### src/rtl/jstk2_spi_responder.sv
// jstk2_spi_responder: SPI mode-0 slave that stands in for a Pmod JSTK2 joystick.
// Snapshots X/Y/buttons at frame start and shifts them out on miso, captures
// the MOSI bytes, and decodes the SetLED command at frame end.
module jstk2_spi_responder #(
  parameter int          SYNC_STAGES = 2,
  parameter logic [7:0]  CMD_SETLED  = 8'h84,
  parameter logic        IDLE_MISO   = 1'b0
) (
  input  logic        clk,
  input  logic        reset,
  input  logic        sck,
  input  logic        cs_n,
  input  logic        mosi,
  output logic        miso,
  input  logic [15:0] x_in,
  input  logic [15:0] y_in,
  input  logic [7:0]  fs_in,
  output logic        busy,
  output logic        txn_done,
  output logic        frame_error,
  output logic [7:0]  cmd_byte,
  output logic [23:0] led_rgb,
  output logic        led_valid
);

  typedef enum logic [1:0] {S_IDLE, S_ACTIVE, S_DONE} state_t;

  localparam logic [5:0] FRAME_BITS = 6'd40;
  localparam logic [5:0] CNT_SAT    = 6'd41;

  logic [SYNC_STAGES-1:0] sck_sync, cs_sync, mosi_sync, fill;
  logic                   sck_d, cs_d, armed;
  logic                   sck_s, cs_s, mosi_s;
  logic                   sck_rise, sck_fall, cs_fall, cs_rise;

  state_t      state, state_nx;
  logic [39:0] tx_sh, tx_nx, rx_sh, rx_nx;
  logic [5:0]  bit_cnt, cnt_nx;
  logic        pend, pend_nx;
  logic        miso_nx, busy_nx, done_nx, err_nx, ledv_nx;
  logic [7:0]  cmd_nx;
  logic [23:0] led_nx;

  assign sck_s  = sck_sync[SYNC_STAGES-1];
  assign cs_s   = cs_sync[SYNC_STAGES-1];
  assign mosi_s = mosi_sync[SYNC_STAGES-1];

  assign sck_rise = sck_s & ~sck_d;
  assign sck_fall = ~sck_s & sck_d;
  // A chip-select fall only counts once cs_n has been seen truly high after
  // reset, so a frame already running at reset release is ignored.
  assign cs_fall  = armed & cs_d & ~cs_s;
  assign cs_rise  = cs_s & ~cs_d;

  // Synchronise the SPI pins, register them once more for edge detection,
  // and arm frame detection once the pipeline holds real (post-reset) data.
  always_ff @(posedge clk or negedge reset) begin
    if (!reset) begin
      sck_sync  <= '0;
      cs_sync   <= '1;
      mosi_sync <= '0;
      fill      <= '0;
      sck_d     <= 1'b0;
      cs_d      <= 1'b1;
      armed     <= 1'b0;
    end else begin
      sck_sync  <= {sck_sync[SYNC_STAGES-2:0], sck};
      cs_sync   <= {cs_sync[SYNC_STAGES-2:0], cs_n};
      mosi_sync <= {mosi_sync[SYNC_STAGES-2:0], mosi};
      fill      <= {fill[SYNC_STAGES-2:0], 1'b1};
      sck_d     <= sck_s;
      cs_d      <= cs_s;
      if (&fill && cs_s) armed <= 1'b1;
    end
  end

  // Frame state and all registered outputs.
  always_ff @(posedge clk or negedge reset) begin
    if (!reset) begin
      state       <= S_IDLE;
      tx_sh       <= '0;
      rx_sh       <= '0;
      bit_cnt     <= '0;
      pend        <= 1'b0;
      miso        <= IDLE_MISO;
      busy        <= 1'b0;
      txn_done    <= 1'b0;
      frame_error <= 1'b0;
      cmd_byte    <= '0;
      led_rgb     <= '0;
      led_valid   <= 1'b0;
    end else begin
      state       <= state_nx;
      tx_sh       <= tx_nx;
      rx_sh       <= rx_nx;
      bit_cnt     <= cnt_nx;
      pend        <= pend_nx;
      miso        <= miso_nx;
      busy        <= busy_nx;
      txn_done    <= done_nx;
      frame_error <= err_nx;
      cmd_byte    <= cmd_nx;
      led_rgb     <= led_nx;
      led_valid   <= ledv_nx;
    end
  end

  // Next-state logic: snapshot on cs_n fall, shift on sck edges, decode on cs_n rise.
  always_comb begin
    state_nx = state;
    tx_nx    = tx_sh;
    rx_nx    = rx_sh;
    cnt_nx   = bit_cnt;
    pend_nx  = pend;
    miso_nx  = miso;
    busy_nx  = busy;
    done_nx  = 1'b0;
    err_nx   = 1'b0;
    cmd_nx   = cmd_byte;
    led_nx   = led_rgb;
    ledv_nx  = 1'b0;
    case (state)
      S_IDLE: begin
        pend_nx = 1'b0;
        if (cs_fall || pend) begin
          state_nx = S_ACTIVE;
          tx_nx    = {x_in[7:0], x_in[15:8], y_in[7:0], y_in[15:8], fs_in};
          miso_nx  = x_in[7];
          cnt_nx   = '0;
          rx_nx    = '0;
          busy_nx  = 1'b1;
        end
      end
      S_ACTIVE: begin
        if (cs_rise) begin
          state_nx = S_DONE;
          busy_nx  = 1'b0;
          miso_nx  = IDLE_MISO;
          done_nx  = 1'b1;
          if (bit_cnt == FRAME_BITS) begin
            cmd_nx = rx_sh[39:32];
            if (rx_sh[39:32] == CMD_SETLED) begin
              led_nx  = rx_sh[31:8];
              ledv_nx = 1'b1;
            end
          end else begin
            err_nx = 1'b1;
          end
        end else begin
          if (sck_rise) begin
            rx_nx = {rx_sh[38:0], mosi_s};
            if (bit_cnt != CNT_SAT) cnt_nx = bit_cnt + 6'd1;
          end
          if (sck_fall) begin
            tx_nx   = {tx_sh[38:0], 1'b0};
            miso_nx = (bit_cnt >= FRAME_BITS) ? IDLE_MISO : tx_sh[38];
          end
        end
      end
      S_DONE: begin
        state_nx = S_IDLE;
        if (cs_fall) pend_nx = 1'b1;
      end
      default: state_nx = S_IDLE;
    endcase
  end

endmodule

### config.mk
export PLATFORM = sky130hd
export DESIGN_NAME = jstk2_spi_responder
export DESIGN_NICKNAME = d
export VERILOG_FILES = /design/src/rtl/jstk2_spi_responder.sv
export SDC_FILE = /design/constraint.sdc
export NUM_CORES = 1
export LEC_CHECK = 0
export CORE_MARGIN = 5
export CORE_UTILIZATION = 39
export CTS_BUF_LIST = sky130_fd_sc_hd__clkbuf_8
export CTS_CLUSTER_DIAMETER = 200
export DETAILED_ROUTE_END_ITERATION = 10
export PLACE_DENSITY = 0.68
export SLEW_MARGIN = 15
export SYNTH_ARGS = -nofsm -noshare
export SYNTH_HDL_FRONTEND = slang
export SYNTH_SLANG_ARGS = --single-unit
### constraint.sdc
create_clock -name clk -period 1.8 [get_ports clk]
set_clock_uncertainty 0.05 [all_clocks]
set_input_delay 0.36 -clock clk [delete_from_list [all_inputs] [get_ports clk]]
set_output_delay 0.36 -clock clk [all_outputs]
set_load 0.02 [all_outputs]
## Word-level counts from Yosys, hierarchy flattened

Index checks and enable logic that the tools add are counted.

- Add/subtract/negate cells: 1
- Order comparisons: 1
- Equality and inequality tests: 13
- Multiplexer cells: 35
- Bitwise operators: 9
- Reductions and logical operators: 15

Operator list:

| operator | number |
|---|---|
| $mux W40 | 3 |
| $mux W39 | 3 |
| $pmux W40 S2 | 1 |
| $pmux W39 S2 | 1 |
| $mux W6 | 4 |
| $mux W1 | 16 |
| $ne A2 B2 Y1 const B | 7 |
| $pmux W6 S2 | 1 |
| $reduce_and A4 Y1 | 3 |
| $reduce_and A3 Y1 | 3 |
| $eq A8 B8 Y1 const B | 1 |
| $add A6 B1 Y6 const B | 1 |
| $eq A6 B6 Y1 const B | 1 |
| $ge A6 B6 Y1 const B | 1 |
| $ne A6 B6 Y1 const B | 1 |
| $pmux W1 S2 | 3 |
| $reduce_and A2 Y1 | 3 |
| $and A1 B1 Y1 | 5 |
| $reduce_and A5 Y1 | 1 |
| $mux W2 | 2 |
| $not A1 Y1 | 4 |
| $pmux W2 S2 | 1 |
| $reduce_bool A2 Y1 | 2 |
| $ne A3 B3 Y1 const B | 1 |
| 5 further kinds | 5 |

- Register bits after elaboration: 136
- Input bits: 45
- Output and inout port bits: 37

## Logic depth before layout (Yosys ltp)

- Depth after elaboration: 5
- Gate-level depth with buffers: 6
- Mapped depth without buffers: 5

## Least setup slack after synthesis

OpenSTA, ideal clock, no wires.

- Path kind: reg2reg
- From: register cs_d
- To: register tx_sh[19]
- Setup time: 127 ps
- Arrival: 1639 ps
- Data required time: 1623 ps
- Path slack: -16 ps
- Stages on the path, launching flop included: 7
- Buffers on the path: 2
- Period minus slack after synthesis: 1816 ps
- Path through: dfstp_2 nand3b_4 a211o_1 o21ai_2 buf_6 buf_6 mux2_1

- Cells in the longest elaborated chain, start to end: 5

Ends and longest elaborated chain:

| what | line | RTL |
|---|---|---|
| start, declared | 32 | `logic sck_d, cs_d, armed;` |
| start signal, assigned | 72 | `cs_d <= cs_s;` |
| $and A1 B1 Y1 (2 in a row) | 52 | `assign cs_fall = armed & cs_d & ~cs_s;` |
| $logic_or A1 B1 Y1 | 125 | `if (cs_fall \|\| pend) begin` |
| $ne A2 B2 Y1 (no line) | n/a |  |
| $reduce_and A4 Y1 (no line) * | n/a |  |
| end signal, assigned | 94 | `tx_sh <= tx_nx;` |
| end, declared | 37 | `logic [39:0] tx_sh, tx_nx, rx_sh, rx_nx;` |

Every way passes the cells marked *; elsewhere a longest branch is shown, timed or not.
A chain may end at the register's enable or synchronous reset.

## Worst setup path after layout

- From: register cs_d
- To: register tx_sh[18]

Same word-level chain as after synthesis.

==> out/summary.md <==
* finished with violations — run status
* setup timing — violations in the final reports
* 14.4 µm — Routed wire per std cell
* 554 MHz — FMAX
* flip-flop to flip-flop — Setup Crit Path Kind
* 21300 µm — global-route wire length before repair
* 540 — synthesized instance count
* 45 — maximum number of pins on one net before global-route repair
* 0 — residual DRC count
* 231 — DRT iter0 DRCs
* dfstp_2 — cell at the slowest stage of the critical path
* 0.00589 mm² — post-synthesis cell area
* 0.0177 mm² — area of the die
* nand3b_4 > a211o_2 > o21ai_4 > buf_12 > mux2_2 — cell chain of the critical path
* 45 — number of standard-cell rows in the floorplan
* 0 — ant diodes
* 0.44 ns — worst-skew pair later-pin latency
* 692 — layout net count
* 20.3% — fraction of final layout cells with drive strength greater than 1
* 2 — maximum buffer depth of the clock tree
* 1190 mW/mm² — Pwr Density
* 4153 — count of vias placed by the detailed router
* 4 — length of the first detailed-routing pass in iterations
* 3.69 nW — static leakage power
* 9.02 mW — total power of the final layout
* dfrtp_1 (57%), nand2_1 (10%), mux2_2 (5.9%) — top cells by area in the synthesized netlist
* dfrtp_1 — most common flop cell mapped by yosys
* 2.08 ns — WP data arrival
* 39.3% — initial core utilization
* 2.07 ns — data required time of the critical path
* flip-flop — endpoint kind of the worst setup timing path
* 10.9 µm² — Mapped Avg Cell Area
* 136 — total clock sinks
* 1.80 ns — shortest clock period the worst path allows after layout
* -0.00540 ns — final-layout setup total negative slack
* 4.93 — mean number of vias per cell
* -0.0265 ns — Post-Place Setup Slack
* 14.7% — combined global-route utilization of all metal layers
* 4416 — vias in the first global route
* nand2_1 (163), dfrtp_1 (133), nand3_1 (45), o21ai_0 (45), mux2_2 (31) — synth cell count leaders
* 0.287 ns — Post-Route Hold Slack
* 0 — Hold Vio Cnt, Final
* 0 — count of synthesis-stage warnings from yosys
* 3 — # setup viols final
* 0 — max-capacitance violation count
* 0.00708 mm² — total cell area at the placement stage
* flip-flop — sort of element at the start of the critical path
* 8110 µm — Final HPWL DP
* 57.9% — sequential element share of the synthesized area
* 42 — Netlist cell types
* 81 — count of buffers inserted at the top-level ports
* input port to flip-flop — type of the worst min-delay path
* 0 — Final ANT Viol Nets
* 0 — Post-synth EDFFs
* nand2_1 — most used standard cell by instance count after synthesis
* 133 µm — width of the die
* 26 — Worst Path Max Fanout
* 56.5% — post-synth top area share
* 17 — CTS Buf Count
* 12200 µm — total routed wirelength
* 100% — share of synthesized flip-flops with an asynchronous set or reset
* clkbuf_8 — clock tree root driver cell
* 0.07 ns — clock transition at the registers of the reported paths
* 136 — flip-flop and latch count after synthesis
* 588 — synthesized net count
* 0.512 mV — maximum VDD drop
* true — RSZ-0062 raised after global routing
* done — clock tree from TritonCTS
* -0.00414 ns — minimum setup slack in the final design
* 28.3% — area grow syn2layout
* dfrtp_1 — post-synth top area cell
* 0 — Max Slew Vio Count
* 0.00755 mm² — fin area
* 82 — number of primary I/O pins
* 133 µm — die height
* 0.56 ns — peak per-stage delay on the critical path
* 4 — H-tree depth reported by CTS
* 0 — grt total ovfl
* 0 — antenna violations before repair
* 100% — final critical-path share of the clock period
* 0.0150 mm² — placeable core region
* 0.733 — final estimated routing congestion in global placement
==> critical path: cells and delay by family (launching register included) <==
family | cells | cell delay, ns
DFF | 1 | 0.56
AOI/OAI and AO/OA | 2 | 0.44
muxes | 1 | 0.35
buffers and inverters | 1 | 0.21
and+or+nand+nor | 1 | 0.08
==> cells by family (layout without fill, tap and decap cells) <==
kind of cell	count (synthesis)	count (layout)	synth area share (%)
AOI/OAI and AO/OA	61	61	5.65
adders and majority gates	3	3	0.638
buffers and inverters	38	153	3.48
DFF	136	136	57.9
muxes	72	72	14.9
other	1	1	0.0637
and+or+nand+nor	229	229	17.4
==> layout make-up <==
cell class,instances,area (µm²)
inverters,6,22.5
well taps,188,235
clock buffers,18,248
fillers,1318,7420
multi-input cells,366,2340
clock inverters,12,138
repair buffers,117,1160
flip-flops and latches,136,3410
==> through the flow <==
| step | std cells | util (%) |
|---|---|---|
| after CTS | 839 | 49.7 |
| final | 843 | 50.4 |
| after floorplan | 540 | - |
| after global placement | 807 | 47.3 |
| after global routing | 843 | 50.4 |
| after detailed placement | 807 | 47.3 |
==> flip-flops by register name (all words and copies together), names as in the netlist, 2 cells and up <==
| signal | cells |
|---|---|
| led_rgb | 24 |
| cmd_byte | 8 |
| state | 2 |
| bit_cnt | 6 |
| mosi_sync | 2 |
| cs_sync | 2 |
| rx_sh | 40 |
| tx_sh | 39 |
| sck_sync | 2 |
| fill | 2 |
==> per-layer routing <==
layer / GRT usage [%] / part of all wire, %
met1: 18.5 / 45
met2: 23.6 / 48
met3: 4.79 / 5.2
met4: 5.43 / 1.3
met5: 0 / 0
==> cells in the final DEF (no fill, tap or decap), types with 2 or more instances in the layout <==
cell / instances
nand4_1: 2
o21ai_2: 2
dfstp_2: 3
mux2_4: 24
dlygate4sd2_1: 37
clkinv_2: 4
ha_1: 2
nand2b_1: 3
mux2_1: 20
o21ai_1: 36
nand3_1: 44
nor2_1: 3
nand2_1: 162
buf_4: 25
dfrtp_1: 132
clkbuf_8: 18
buf_6: 2
clkdlybuf4s50_1: 43
bufinv_16: 3
clkbuf_16: 2
mux2_2: 26
mux2i_1: 2
a21oi_1: 7
o21ai_0: 7
inv_1: 9
buf_12: 7
==> final timing paths <==
| kind | startpoint | end | slack (ns) | depth (start not counted) |
|---|---|---|---|---|
| setup / recovery | cs_d | tx_sh[18] | -0.004 | 5 |
| hold / removal | cs_n | cs_sync[0] | 0.29 | 1 |
| setup reg to reg | cs_d | tx_sh[18] | -0.004 | 5 |
| hold reg to reg | cs_sync[0] | cs_sync[1] | 0.30 | 0 |
| max in group asynchronous | reset | tx_sh[24] | 0.77 | 3 |
| min in group asynchronous | reset | tx_sh[30] | 0.36 | 2 |
==> power by group <==
group	internal, mW	switching (mW)	total [mW]
Combinational	1.17	1.49	2.66
Clock	1.37	1.10	2.47
Sequential	3.62	0.275	3.90
Total	6.16	2.87	9.02
==> timing repair <==
| item | CTS | global route |
|---|---|---|
| hold buffers | 1 | 0 |
| pin swaps | 1 | 5 |
| hold endpoints to repair | 37 | 0 |
| cloned | 0 | 2 |
| resized for setup | 46 | 45 |
| setup endpoints to repair | 95 | 101 |
| buffers inserted | 1 | 2 |
Note: power is estimated with default switching activity, not from simulation.
